==> config.mk <==
export PLATFORM = sky130hd
export DESIGN_NAME = prod_accum_flat
export DESIGN_NICKNAME = d
export VERILOG_FILES = /design/src/rtl/prod_accum_if.sv /design/src/rtl/prod_accum.sv /design/src/flat_wrapper.sv
export SDC_FILE = /design/constraint.sdc
export NUM_CORES = 1
export LEC_CHECK = 0
export ABC_AREA = 1
export BUFFER_PORTS_ARGS = -buffer_cell sky130_fd_sc_hd__buf_4
export CORE_UTILIZATION = 35
export DETAILED_ROUTE_END_ITERATION = 10
export MAX_ROUTING_LAYER = met4
export SKIP_CTS_REPAIR_TIMING = 1
export SLEW_MARGIN = 30
export SYNTH_ARGS = -nofsm -noshare
export SYNTH_HDL_FRONTEND = slang
export SYNTH_SLANG_ARGS = --single-unit
==> constraint.sdc <==
create_clock -name clk -period 1.5 [get_ports clk]
set_input_delay 0.225 -clock clk [delete_from_list [all_inputs] [get_ports clk]]
set_output_delay 0.225 -clock clk [all_outputs]
set_load 0.02 [all_outputs]
==> src/rtl/prod_accum_if.sv <==
// ---------------------------------------------------------------------------
// prod_accum_if
//
// Handshake bundle between the 8x8 multiplier stream, the prod_accum block
// and the result consumer.
//
// Parameters
//   ACC_W  accumulator / result width (17..32)
//   CNT_W  beat-counter width (2..16)
//
// Signals
//   in_valid   product beat valid                     (source -> accum)
//   in_ready   accumulator can take a beat            (accum  -> source)
//   in_prod    16-bit unsigned product                (source -> accum)
//   in_last    final beat of the vector               (source -> accum)
//   out_valid  result valid                           (accum  -> sink)
//   out_ready  sink accepts the result                (sink   -> accum)
//   out_sum    accumulated sum, ACC_W bits            (accum  -> sink)
//   out_count  beats in the vector, CNT_W bits        (accum  -> sink)
//   out_ovf    sum exceeded 2^ACC_W-1 in this vector  (accum  -> sink)
//
// Modports
//   master  the environment around the accumulator (source + sink)
//   slave   the accumulator itself
// ---------------------------------------------------------------------------
interface prod_accum_if #(
  parameter int ACC_W = 24,
  parameter int CNT_W = 8
);

  logic             in_valid;
  logic             in_ready;
  logic [15:0]      in_prod;
  logic             in_last;

  logic             out_valid;
  logic             out_ready;
  logic [ACC_W-1:0] out_sum;
  logic [CNT_W-1:0] out_count;
  logic             out_ovf;

  modport master (
    output in_valid, in_prod, in_last, out_ready,
    input  in_ready, out_valid, out_sum, out_count, out_ovf
  );

  modport slave (
    input  in_valid, in_prod, in_last, out_ready,
    output in_ready, out_valid, out_sum, out_count, out_ovf
  );

endinterface

==> src/rtl/prod_accum.sv <==
// ---------------------------------------------------------------------------
// prod_accum
//
// Streaming accumulator placed behind the 8x8 Dadda multiplier. Products are
// summed one per handshake until a beat flagged in_last is taken; the block
// then holds sum, beat count and overflow flag on the result handshake and
// clears itself once the result is consumed. Together with the multiplier
// this forms a dot-product / MAC datapath.
//
// Parameters
//   ACC_W  accumulator / result width, 17..32
//   CNT_W  beat-counter width, 2..16
//
// Ports
//   clk   rising-edge clock
//   rst   synchronous, active-high reset
//   bus   prod_accum_if.slave: in_valid/in_ready/in_prod/in_last input
//         stream and out_valid/out_ready/out_sum/out_count/out_ovf result
//
// Configuration macro
//   PROD_ACCUM_SAT_EN  defined: on overflow the sum clamps at 2^ACC_W-1.
//                      undefined: the sum wraps modulo 2^ACC_W.
//   out_ovf is a sticky per-vector flag in both builds.
//
// Flow control
//   ACC  : in_ready=1, out_valid=0, one beat per cycle.
//   HOLD : in_ready=0, out_valid=1, outputs frozen until out_ready.
//   Both handshake outputs decode only the registered state, so there is no
//   combinational path from in_valid or out_ready to any output.
// ---------------------------------------------------------------------------
module prod_accum #(
  parameter int ACC_W = 24,
  parameter int CNT_W = 8
) (
  input  logic         clk,
  input  logic         rst,
  prod_accum_if.slave  bus
);

  // -------------------------------------------------------------------------
  // State encoding
  // -------------------------------------------------------------------------
  localparam logic [0:0] ST_ACC  = 1'b0;
  localparam logic [0:0] ST_HOLD = 1'b1;

  localparam logic [CNT_W-1:0] CNT_MAX = '1;

  // -------------------------------------------------------------------------
  // Registers and their next values
  // -------------------------------------------------------------------------
  logic [0:0]       state,  state_d;
  logic [ACC_W-1:0] acc,    acc_d;
  logic [CNT_W-1:0] count,  count_d;
  logic             ovf,    ovf_d;

  logic             accept;
  logic             release_res;
  logic [ACC_W:0]   sum_ext;

  // One extra bit on the adder: its carry-out is the overflow indication.
  assign sum_ext = {1'b0, acc} + {{(ACC_W - 15){1'b0}}, bus.in_prod};

  assign accept      = (state == ST_ACC)  && bus.in_valid;
  assign release_res = (state == ST_HOLD) && bus.out_ready;

  // -------------------------------------------------------------------------
  // Next-state / datapath
  // -------------------------------------------------------------------------
  always_comb begin
    // NOTE: every variable gets a default before any branch, so no path
    // leaves it unassigned and no latch is inferred.
    state_d = state;
    acc_d   = acc;
    count_d = count;
    ovf_d   = ovf;

    if (accept) begin
`ifdef PROD_ACCUM_SAT_EN
      // Once clamped, any further non-zero beat carries out again and
      // re-clamps, so the sum stays pinned for the rest of the vector.
      acc_d = sum_ext[ACC_W] ? {ACC_W{1'b1}} : sum_ext[ACC_W-1:0];
`else
      acc_d = sum_ext[ACC_W-1:0];
`endif
      if (sum_ext[ACC_W]) begin
        ovf_d = 1'b1;
      end
      // Saturating beat counter: a long vector reports CNT_MAX, not a wrap.
      if (count != CNT_MAX) begin
        count_d = count + CNT_W'(1);
      end
      if (bus.in_last) begin
        state_d = ST_HOLD;
      end
    end

    // A result release cannot coincide with an accept: accept needs ACC,
    // release needs HOLD.
    if (release_res) begin
      acc_d   = '0;
      count_d = '0;
      ovf_d   = 1'b0;
      state_d = ST_ACC;
    end
  end

  // -------------------------------------------------------------------------
  // State registers (synchronous reset)
  // -------------------------------------------------------------------------
  always_ff @(posedge clk) begin
    // NOTE: sequential state uses non-blocking assignments so every register
    // samples pre-edge values regardless of statement order.
    if (rst) begin
      state <= ST_ACC;
      acc   <= '0;
      count <= '0;
      ovf   <= 1'b0;
    end else begin
      state <= state_d;
      acc   <= acc_d;
      count <= count_d;
      ovf   <= ovf_d;
    end
  end

  // -------------------------------------------------------------------------
  // Outputs: straight from registers
  // -------------------------------------------------------------------------
  assign bus.in_ready  = (state == ST_ACC);
  assign bus.out_valid = (state == ST_HOLD);
  assign bus.out_sum   = acc;
  assign bus.out_count = count;
  assign bus.out_ovf   = ovf;

endmodule

==> src/flat_wrapper.sv <==
// flat-port wrapper written by rule: the top's interface ports become plain ports
module prod_accum_flat 
#(
  parameter int ACC_W = 24,
  parameter int CNT_W = 8
)
  (clk, rst, bus_in_valid, bus_in_prod, bus_in_last, bus_out_ready, bus_in_ready, bus_out_valid, bus_out_sum, bus_out_count, bus_out_ovf);
  prod_accum_if #(.ACC_W(ACC_W), .CNT_W(CNT_W)) bus_i ();
  input  logic clk;
  input  logic rst;
  input wire logic [$bits(bus_i.in_valid)-1:0] bus_in_valid;
  input wire logic [$bits(bus_i.in_prod)-1:0] bus_in_prod;
  input wire logic [$bits(bus_i.in_last)-1:0] bus_in_last;
  input wire logic [$bits(bus_i.out_ready)-1:0] bus_out_ready;
  output wire logic [$bits(bus_i.in_ready)-1:0] bus_in_ready;
  output wire logic [$bits(bus_i.out_valid)-1:0] bus_out_valid;
  output wire logic [$bits(bus_i.out_sum)-1:0] bus_out_sum;
  output wire logic [$bits(bus_i.out_count)-1:0] bus_out_count;
  output wire logic [$bits(bus_i.out_ovf)-1:0] bus_out_ovf;
  assign bus_i.in_valid = bus_in_valid;
  assign bus_i.in_prod = bus_in_prod;
  assign bus_i.in_last = bus_in_last;
  assign bus_i.out_ready = bus_out_ready;
  assign bus_in_ready = bus_i.in_ready;
  assign bus_out_valid = bus_i.out_valid;
  assign bus_out_sum = bus_i.out_sum;
  assign bus_out_count = bus_i.out_count;
  assign bus_out_ovf = bus_i.out_ovf;
  prod_accum #(.ACC_W(ACC_W), .CNT_W(CNT_W)) u_core (.clk(clk), .rst(rst), .bus(bus_i));
endmodule
==> flow_metrics.tcl, run 1 <==
set metrics [dict create \
    status "finished, violations left" \
    violations "negative setup slack" \
    syn-instance-count 421 \
    clockRootBuffer "clkbuf_8" \
    grt_max_degree 22 \
    skew_ps 10.7 \
    hold_path.class "primary input to flop" \
    arrival_ps 1870 \
    drc 0 \
    min_to "u_core.bus.out_valid" \
    cts_tree "built" \
    worstSetupEndpointType "flop" \
    r2r_end "u_core.bus.out_sum[20]" \
    clock-sinks 34 \
    fin_tns_setup_ps -1780 \
    setup_ws_ps -180 \
    core_area_mm2 0.00694 \
    r2r-start "u_core.bus.out_sum[0]" \
    rsz0062_at_grt "true" \
    port_buffers 55 \
    leakage_uw 0.00215 \
    synth-seq-cells 34 \
    initial_utilization_pct 36.8 \
    critPathKind "flop to flop" \
    num_io_pins 56 \
    h-tree-depth 2 \
    design_area_mm2 0.00427 \
    drive_gt1_share_pct 49.2 \
    finalWeightedCongestion 0.911 \
    synth_top_area_share_pct 26.6 \
    fin_crit_ps 1680 \
    final_cell_mix "buf_4 (116), nand2_1 (89), inv_1 (53)" \
    clkSlewWorstSetupHoldPaths_ps 70 \
    synthesis.area_mm2 0.00256 \
    synth.avg_cell_area_um2 6.08 \
    grt_pass1_wl_um 11800 \
    r2r_cells 10 \
    diodes 0 \
    viasPerCell 4.80 \
    synth-seq-area-share_pct 26.6 \
    final.period_utilization_pct 112 \
    ir_drop_mv 0.465 \
    antenna_found_initial 0 \
    nets 577 \
    antenna_left 0 \
    cts_buffers 5 \
    setup_viol 18 \
    syn_nets 460 \
    yosys_warnings 0 \
    dr.pass1.iters 4 \
    yosysTopAreaCell "dfxtp_1" \
    rows 30 \
    required_ps 1690 \
    wirelength_um 8170 \
    ys_top_cells_by_area "dfxtp_1 (27%), nand2_1 (18%), nor2_1 (9.2%)" \
    cp_max_fo 5 \
    slew_headroom_pct 71.8 \
    ys_types 29 \
    r2r_setup_slack_ps -180 \
    drtIter0Drc 116 \
    tightest_slew_ps 419 \
    cp-start-kind "flop" \
    vias 3046 \
    place_ws_ps -200 \
    track_usage_pct 20.4 \
    clock_latency_ps 300 \
    fmaxAchievable_mhz 595 \
    die-area_mm2 0.00766 \
    clockBufferDepth 2 \
    maxSlewViolCount 0 \
    drv_cap 0 \
    place_area_mm2 0.00352 \
    detail_route.wl_per_cell_um 12.9 \
    dpl.hpwl_um 5580 \
    grt_overflow_total 0 \
    die_h_um 87.5 \
    holdCritStartpoint "bus_in_last" \
    min_path_cells 3 \
    hold_violations 0 \
    layout_commonest_cell "buf_4" \
    chipWidth_um 87.5 \
    pwr_density_cell_mw_per_mm2 788 \
    grt_pass1_vias 2682 \
    area_growth_pct 66.8 \
]
## layout make-up
cell class	instances	area (um2)
fillers	632	2680
multi-input cells	316	2230
repair buffers	116	871
flip-flops and latches	34	712
inverters	65	250
well taps	96	120
clock buffers	6	72.6
clock inverters	2	10.0
## critical path, stage by stage (launching register included)
cell	delay, ps
dfxtp_4	350
ha_4	150
fa_2	360
nand2_1	80
nand3_2	70
nand4_1	100
nand2_2	90
nand2_2	80
nand2_4	80
a21oi_2	150
nor2_1	50
## cell usage after synthesis
cell,count
fa_1,1
o21ai_1,2
clkbuf_4,1
o21ba_2,1
nor2_2,1
nor2_1,63
xnor2_1,3
nor3_2,1
nand2_2,5
o211ai_1,1
or2_0,1
nor3_1,8
a21oi_1,29
nand3_1,28
xor2_1,5
o21ai_0,14
nand4_1,5
ha_1,17
inv_2,4
o21bai_1,2
buf_2,4
a21oi_2,2
dfxtp_1,34
a21oi_4,1
clkbuf_8,1
inv_1,61
and2_1,2
nand2_1,121
nand3_2,3
## sequential cells by signal (all words and copies together) (netlist names)
signal / flops
u_core.bus.out_count: 8
u_core.bus.out_valid: 1
u_core.bus.out_ovf: 1
u_core.bus.out_sum: 24
## cells by family after synthesis
| group | count (synthesis) | synth area share (%) |
|---|---|---|
| DFF | 34 | 26.6 |
| buffers and inverters | 71 | 11.1 |
| xor gates and xnor gates | 8 | 2.74 |
| and+or+nand+nor | 238 | 39.0 |
| adders and majority gates | 18 | 9.10 |
| AOI/OAI and AO/OA | 52 | 11.4 |
## where the power goes
part / total, uW / switching [uW] / leakage (uW) / internal, uW
logic: 1620 / 870 / 0.00182 / 753
clock network: 707 / 384 / 0.0000450 / 323
registers: 1030 / 61.9 / 0.000285 / 972
total: 3360 / 1320 / 0.00215 / 2050
## per-layer routing
| metal | vias up | global-route usage (%) | share of wire (%) |
|---|---|---|---|
| li1 | 1566 | - | - |
| met1 | 1402 | 24.3 | 44 |
| met2 | 60 | 34.7 | 50 |
| met3 | 18 | 4.83 | 4.2 |
| met4 | 0 | 4.62 | 1.4 |
| met5 | - | - | 0 |
## per-stage QoR
step / hold slack (ps) / power, uW / cells / utilization [%]
after global routing: 201 / 3570 / 635 / 61.5
after detailed placement: 453 / 2260 / 613 / 50.7
final: 177 / 3360 / 635 / 61.5
after CTS: 173 / 2980 / 621 / 51.9
after global placement: 453 / 2250 / 613 / 50.7
after floorplan: 381 / 1760 / 421 / -
## worst max-delay path by stage
stage,slack (ps),depth (start not counted),endpoint,startpoint
global placement,-170,11,u_core.bus.out_ovf,bus_in_prod[0]
finish,-180,10,u_core.bus.out_sum[20],u_core.bus.out_sum[0]
global route,-280,10,u_core.bus.out_sum[20],u_core.bus.out_sum[0]
CTS,-200,10,u_core.bus.out_sum[20],u_core.bus.out_sum[0]
floorplan,-110,11,u_core.bus.out_sum[12],u_core.bus.out_sum[0]
detailed placement,-200,11,u_core.bus.out_sum[20],bus_in_prod[0]
(Power assumes the default switching activity.)
==> inputs of run 2 (changes only) <==
--- a/config.mk
+++ b/config.mk
@@ -7,6 +7,7 @@
 export LEC_CHECK = 0
 export ABC_AREA = 1
 export BUFFER_PORTS_ARGS = -buffer_cell sky130_fd_sc_hd__buf_4
+export CORE_ASPECT_RATIO = 0.9
 export CORE_UTILIZATION = 35
 export DETAILED_ROUTE_END_ITERATION = 10
 export MAX_ROUTING_LAYER = met4
==> run 2 against run 1 <==
Compared with the run above:
- the flow still finishes with violations (negative setup slack)
- sequential power is essentially flat
- via count decreased by 1.9%
- first-iteration DRC count increased by 3.4%
- setup slack gained 16 ps
- wire length shrank 2.0%
- sequential share of layout area increased by 0.57 points
- final area decreased by 4.3%
- clock power is 6.4% higher
- combinational power is 6% lower
- register-to-register slack better by 20 ps
==> flow_metrics.tcl, run 2 (synthesis gave the netlist of run 1 again) <==
set metrics [dict create \
    switching_share_pct 38.4 \
    drive_gt1_share_pct 44.9 \
    finalWeightedCongestion 0.946 \
    area_growth_pct 59.6 \
    clkSlewWorstSetupHoldPaths_ps 80 \
    power.share.sequential_pct 31.3 \
    port_buffers 55 \
    final.period_utilization_pct 111 \
    viasPerCell 4.83 \
    drv_cap 0 \
    critPathSlowestCell "fa_2" \
    r2r_cells 9 \
    combPwrFrac_pct 46.1 \
    maxSlewViolCount 0 \
    dpl.cell_count 607 \
    wirelength_um 8010 \
    grt_pass1_wl_um 12200 \
    setup_ws_ps -164 \
    pwr_density_cell_mw_per_mm2 814 \
    final_cell_mix "buf_4 (103), nand2_1 (92), inv_1 (55)" \
    track_usage_pct 20.5 \
    chipWidth_um 92.1 \
    ir_drop_mv 0.388 \
    power.share.clock_pct 22.6 \
    cpPeakStageDelay_ps 370 \
    hold_violations 0 \
    worstSetupStartpoint "u_core.bus.out_sum[0]" \
    detail_route.wl_per_cell_um 12.9 \
    grt_pass1_vias 2754 \
    dr.pass1.iters 4 \
    final_cells 619 \
    place_area_mm2 0.00349 \
    antenna_left 0 \
    cp_max_fo 4 \
    min_to "u_core.bus.out_valid" \
    num_io_pins 56 \
    skew_ps 5.65 \
    drc 0 \
    power.switching_uw 1280 \
    required_ps 1690 \
    worstSetupEndpointType "flop" \
    grt_overflow_total 0 \
    drtIter0Drc 120 \
    cp_top_family "adder cells" \
    r2r_end "u_core.bus.out_sum[8]" \
    clockRootBuffer "clkbuf_8" \
    antenna_found_initial 0 \
    tightest_slew_ps 523 \
    crit_chain "ha_4 -> fa_2 -> nand2_2 -> nand3_2 -> nand4_1 -> nand2_2 -> xor2_1 -> o21ai_1 -> inv_1" \
    holdCritStartpoint "bus_in_last" \
    fmaxAchievable_mhz 601 \
    crit_buf_inv 1 \
    clock_latency_ps 290 \
    p_int_uw 2050 \
    die-area_mm2 0.00766 \
    critPathKind "flop to flop" \
    r2r-start "u_core.bus.out_sum[0]" \
    largest_register_ffs 24 \
    h-tree-depth 2 \
    crit_path_frequent_cell "nand2_2" \
    clockBufferDepth 2 \
    fin_crit_ps 1660 \
    dpl.hpwl_um 5730 \
    grt_max_degree 24 \
    setup_viol 20 \
    r2r_setup_slack_ps -160 \
    rows 29 \
    diodes 0 \
    layout_commonest_cell "buf_4" \
    arrival_ps 1850 \
    total_power_uw 3320 \
    nets 564 \
    vias 2987 \
    initial_utilization_pct 36.2 \
    design_area_mm2 0.00408 \
    cp-start-kind "flop" \
    leakage_uw 0.00204 \
    violations "negative setup slack" \
    core_area_mm2 0.00708 \
    rsz0062_at_grt "true" \
    min_path_cells 3 \
    hold_path.class "primary input to flop" \
    slew_headroom_pct 64.8 \
    cts_tree "built" \
    die_h_um 83.1 \
    clock-sinks 34 \
    cts_buffers 5 \
    status "finished, violations left" \
]
-- run 2: worst max-delay path by stage --
stage / cells after the start / endpoint / slack (ps)
finish: 9 / u_core.bus.out_sum[8] / -160
floorplan: 11 / u_core.bus.out_sum[12] / -110
CTS: 11 / u_core.bus.out_sum[20] / -200
detailed placement: 11 / u_core.bus.out_sum[23] / -210
global route: 11 / u_core.bus.out_sum[12] / -280
global placement: 11 / u_core.bus.out_sum[19] / -190
-- run 2: final cells by class --
type                            count  area (um2)
Clock buffer                        6        82.6
Clock inverter                      2        12.5
Fill cell                         671        2990
Inverter                           65         250
Multi-Input combinational cell    316        2140
Sequential cell                    34         704
Tap cell                           93         116
Timing Repair Buffer              103         773
-- run 2: worst reg2reg max path, delay by kind of cell, from the launching register on --
family          cells  cell delay, ps
xor+xnor            1             170
compound gates      1             120
simple gates        4             330
fa+ha+maj           2             530
buf+inv             1              40
flops               1             360
-- run 2: power by group through the flow --
stage | logic [uW] | clock network (uW) | registers (uW)
after global placement | 1200 | 0 | 1040
final | 1530 | 752 | 1040
after CTS | 1220 | 780 | 1020
after floorplan | 644 | 0 | 1120
after detailed placement | 1210 | 0 | 1040
after global routing | 1670 | 824 | 1050
-- run 2: routing by layer --
metal | wire [um] | part of all wire, % | vias to the layer above | global-route usage [%]
li1 | - | - | 1537 | -
met1 | 3570 | 44 | 1378 | 24.9
met2 | 4000 | 50 | 60 | 33.7
met3 | 325 | 4.1 | 12 | 4.21
met4 | 119 | 1.5 | 0 | 7.24
met5 | 0 | 0 | - | -
-- run 2: stage by stage --
step | hold WS [ps] | util, % | setup slack, ps | setup TNS, ps
floorplan | 381 | - | -110 | -760
global placement | 447 | 49.4 | -187 | -2650
detailed placement | 448 | 49.4 | -215 | -2950
CTS | 179 | 50.7 | -203 | -2860
global route | 196 | 57.7 | -275 | -4010
finish | 184 | 57.7 | -164 | -1670
